**src/rtl/i_debounce.sv**
```systemverilog
// ----------------------------------------------------------------------------
// i_debounce
// Per-bit input debouncer with rise/fall edge pulses. Consumes the output of
// the two-flop input synchronizer. A bit takes a new level only after it has
// disagreed with the current debounced level for TH consecutive prescaler
// ticks. A shared prescaler issues one tick every DIV clk cycles.
//
// Parameters
//   DW   number of independent input bits
//   RS   reset/power-up level of every debounced bit
//   DIV  prescaler period in clk cycles (>= 1)
//   TH   consecutive mismatched ticks needed to accept a new level (>= 1)
//
// Ports
//   clk   in   1   system clock, rising edge
//   rst   in   1   synchronous active-high reset
//   i     in   DW  synchronized inputs
//   o     out  DW  debounced level (registered)
//   rise  out  DW  one-clock pulse when o[b] goes 0->1 (registered)
//   fall  out  DW  one-clock pulse when o[b] goes 1->0 (registered)
// ----------------------------------------------------------------------------
module i_debounce #(
    parameter int unsigned DW  = 1,
    parameter logic        RS  = 1'b0,
    parameter int unsigned DIV = 1024,
    parameter int unsigned TH  = 16
) (
    input  logic          clk,
    input  logic          rst,
    input  logic [DW-1:0] i,
    output logic [DW-1:0] o,
    output logic [DW-1:0] rise,
    output logic [DW-1:0] fall
);

    localparam int unsigned PW = (DIV > 1) ? $clog2(DIV) : 1;
    localparam int unsigned CW = (TH  > 1) ? $clog2(TH)  : 1;

    localparam logic [PW-1:0] PRE_LAST = PW'(DIV - 1);
    localparam logic [CW-1:0] CNT_LAST = CW'(TH - 1);

    logic [PW-1:0]         pre_q, pre_d;
    logic                  tick;
    logic [DW-1:0][CW-1:0] cnt_q, cnt_d;
    logic [DW-1:0]         o_q, o_d;
    logic [DW-1:0]         rise_q, rise_d;
    logic [DW-1:0]         fall_q, fall_d;

    // Explicit wrap so non-power-of-two DIV counts 0..DIV-1; with DIV=1 the
    // counter sits at 0 and tick is permanently true.
    always_comb begin
        tick  = (pre_q == PRE_LAST);
        pre_d = tick ? '0 : pre_q + 1'b1;
    end

    always_comb begin
        cnt_d  = cnt_q;
        o_d    = o_q;
        rise_d = '0;
        fall_d = '0;
        for (int unsigned b = 0; b < DW; b++) begin
            if (i[b] == o_q[b]) begin
                // Any return to the current level discards the partial count.
                cnt_d[b] = '0;
            end else if (tick) begin
                if (cnt_q[b] == CNT_LAST) begin
                    o_d[b]    = i[b];
                    cnt_d[b]  = '0;
                    rise_d[b] = i[b];
                    fall_d[b] = ~i[b];
                end else begin
                    cnt_d[b] = cnt_q[b] + 1'b1;
                end
            end
        end
    end

    always_ff @(posedge clk) begin
        if (rst) begin
            pre_q  <= '0;
            cnt_q  <= '0;
            o_q    <= {DW{RS}};
            rise_q <= '0;
            fall_q <= '0;
        end else begin
            pre_q  <= pre_d;
            cnt_q  <= cnt_d;
            o_q    <= o_d;
            rise_q <= rise_d;
            fall_q <= fall_d;
        end
    end

    assign o    = o_q;
    assign rise = rise_q;
    assign fall = fall_q;

endmodule
```
**config.mk**
```make
export PLATFORM = sky130hd
export DESIGN_NAME = i_debounce
export DESIGN_NICKNAME = d
export VERILOG_FILES = /design/src/rtl/i_debounce.sv
export SDC_FILE = /design/constraint.sdc
export NUM_CORES = 1
export LEC_CHECK = 0
export ABC_AREA = 1
export CAP_MARGIN = 20
export CORE_AREA = 2 2 47 49
export CTS_CLUSTER_DIAMETER = 200
export DETAILED_ROUTE_END_ITERATION = 7
export DIE_AREA = 0 0 49 51
export GPL_ROUTABILITY_DRIVEN = 0
export GPL_TIMING_DRIVEN = 0
export PLACE_DENSITY = 0.74
export REMOVE_ABC_BUFFERS = 1
export SETUP_SLACK_MARGIN = 0.1
export SLEW_MARGIN = 20
export SYNTH_ARGS = -nofsm -noshare
export SYNTH_HDL_FRONTEND = slang
export SYNTH_SLANG_ARGS = --single-unit
```
**constraint.sdc**
```tcl
create_clock -name clk -period 1.25 [get_ports clk]
set_input_delay 0.125 -clock clk [delete_from_list [all_inputs] [get_ports clk]]
set_output_delay 0.125 -clock clk [all_outputs]
set_load 0.02 [all_outputs]
```
==> run metrics <==
status=complete, but fails checks; core box area=2060 sq um; count of different cell masters after synthesis=23; Ys Warns=0; PD cells=836 nW/um^2; most common cell after layout, fill and taps aside=dfxtp_1; dpl hpwl=1060 microns; root buffer cell=clkbuf_4; Max clock buf depth=2; Synth Area per Inst=8.24 sq um; Area Overhead vs Synth=31.1%; Seq cells post-synth=17; cts bufs inserted=3; Core Util, Final=53.4%; Max Cap Viol=0; placed cell area=918 sq um; Worst Path Arrival=1.49 ns; DR iter-0 viols=4; die height=51 microns; M1 WL=600 microns; first-pass GRT wire length=2850 microns; failing checks=setup timing; Top Ports=6; Ant. Diodes=0; Num Clock Sinks=17; nature of the critical path endpoint=register; clock-pin slew on the worst setup and hold paths=0.10 ns; Die ar.=2500 sq um; DR vias=678; Finish-stage setup viols=6; Critical Path RT=1.45 ns; pin count of the biggest net entering global routing=11; GRT Total Usage=15.2%; WS Path Type=register to register; Hold Path Class=input pin to register; Port Buffers=5; highest metal used=met4; drt wl/cell=10.8 microns; Final Hold Viols=0; DRC errors left=0; R2R Setup Slk=-0.04 ns; Nets=124; sequential area share after synthesis=40.5%; clk_skew=0.00561 ns; worst slew margin relative to its limit=81.0%; gr ovfl total=0; Design Area, Final=1100 sq um; Starting Density=40.8%; final slew viol count=0; # hold bufs at CTS=0; Avg Vias per Cell=4.64; Pleak=0.506 nW; met3 WL=44 microns; RSZ-0062 raised after global routing=true; asr flop ratio synth=0%; cell count after synthesis=102; later-pin clock latency in the skew report=0.30 ns; post-route ant nets=0; Peak supply drop=618 uV; Slew @ Worst Pin=0.282 ns; CTS tree=yes; EDFF count, synth=0; share of cells above drive strength 1=43.2%; final worst-path setup slack=-0.0384 ns; vias in the first global route=687; most frequent cells in the layout=14 x dfxtp_1, 12 x inv_1, 12 x nand2_1; Die W=49 microns; Max Freq=776 MHz; met2 WL=890 microns; DRT Wirelength=1580 microns; Tmin final=1.29 ns; overall power=0.000922 W; Syn Std Cell Area=841 sq um; Final period util=103%; initial antenna violation count=0; Initial DRT Pass Iterations=2; largest fanout on the critical path=4; H-Tree Depth=1; ys flop type=dfxtp_1; Std-Cell Rows=17; CP Launch Type=register
-- cell families after synthesis --
logic type	synth area share, %
buffers and inverters	7.14
adder cells (fa/ha/maj)	2.98
AO/OA/AOI/OAI	4.17
XOR/XNOR	3.13
AND/OR/NAND/NOR	42.1
flip-flops	40.5
-- stage by stage --
step | setup TNS, ns | hold slack, ns | std cells | setup slack [ns]
after floorplan | -0.0113 | 0.197 | 101 | -0.00715
after CTS | -0.360 | 0.431 | 145 | -0.0806
after detailed placement | -1.72 | 0.452 | 134 | -0.153
after global routing | -1.09 | 0.440 | 146 | -0.118
final | -0.108 | 0.424 | 146 | -0.0384
after global placement | -1.07 | 0.430 | 134 | -0.107
-- state kept, by name, summed over array words and instances, names as in the netlist --
| name | flops |
|---|---|
| o | 1 |
| pre_q | 10 |
| cnt_q | 4 |
| fall | 1 |
| rise | 1 |
-- final timing paths --
kind	end	cells after the start	start
max	o	8	pre_q[0]
min	rise	3	i
max reg2reg	o	8	pre_q[0]
min reg2reg	cnt_q[1]	2	cnt_q[1]
-- worst max-delay path: stages, from the launching register on --
cell and delay, ns:
dfxtp_2 0.36, ha_4 0.15, nand2_4 0.06, nor2_4 0.18
nand3_4 0.13, nor2_4 0.13, nand2_2 0.08, nand2_2 0.06
nor2_2 0.04
-- power breakdown --
group           total, W  internal [W]  switching [W]  leakage, nW
Clock           0.000299      0.000119       0.000180       0.0177
Sequential      0.000559      0.000551     0.00000798        0.139
Combinational  0.0000637     0.0000294      0.0000343        0.349
Total           0.000922      0.000699       0.000222        0.506
-- synthesized netlist by cell type, types with 3 or more instances --
library cell  count  area [sq um]
a21oi_1           6          30.0
dfxtp_1          17           340
inv_1            13          48.8
nand2_1          15          56.3
nand2_2           5          31.3
nand2_4           3          33.8
nand3_1           7          35.0
nand4_1           3          18.8
nor2_1           13          48.8
-- routing by layer --
metal / global-route usage, % / vias up
met3: 2.63 / 5
li1: - / 352
met4: 10.0 / 0
met2: 29.5 / 7
met5: 0 / -
met1: 14.9 / 314
-- repair_timing --
action	CTS	global route
endpoints found under the setup margin	20	18
pin swaps	9	7
cloned	1	0
resized for setup	23	9
buffers inserted	6	1
-- area by class of cell --
cell class,count,area [sq um]
tap,28,35.0
multi-input combinational,71,544
timing repair buffer,12,98.8
inverter,14,52.6
clock buffer,3,22.5
fill,195,961
sequential,17,344
clock inverter,1,5.00
Power figures use the tool's default switching activity.
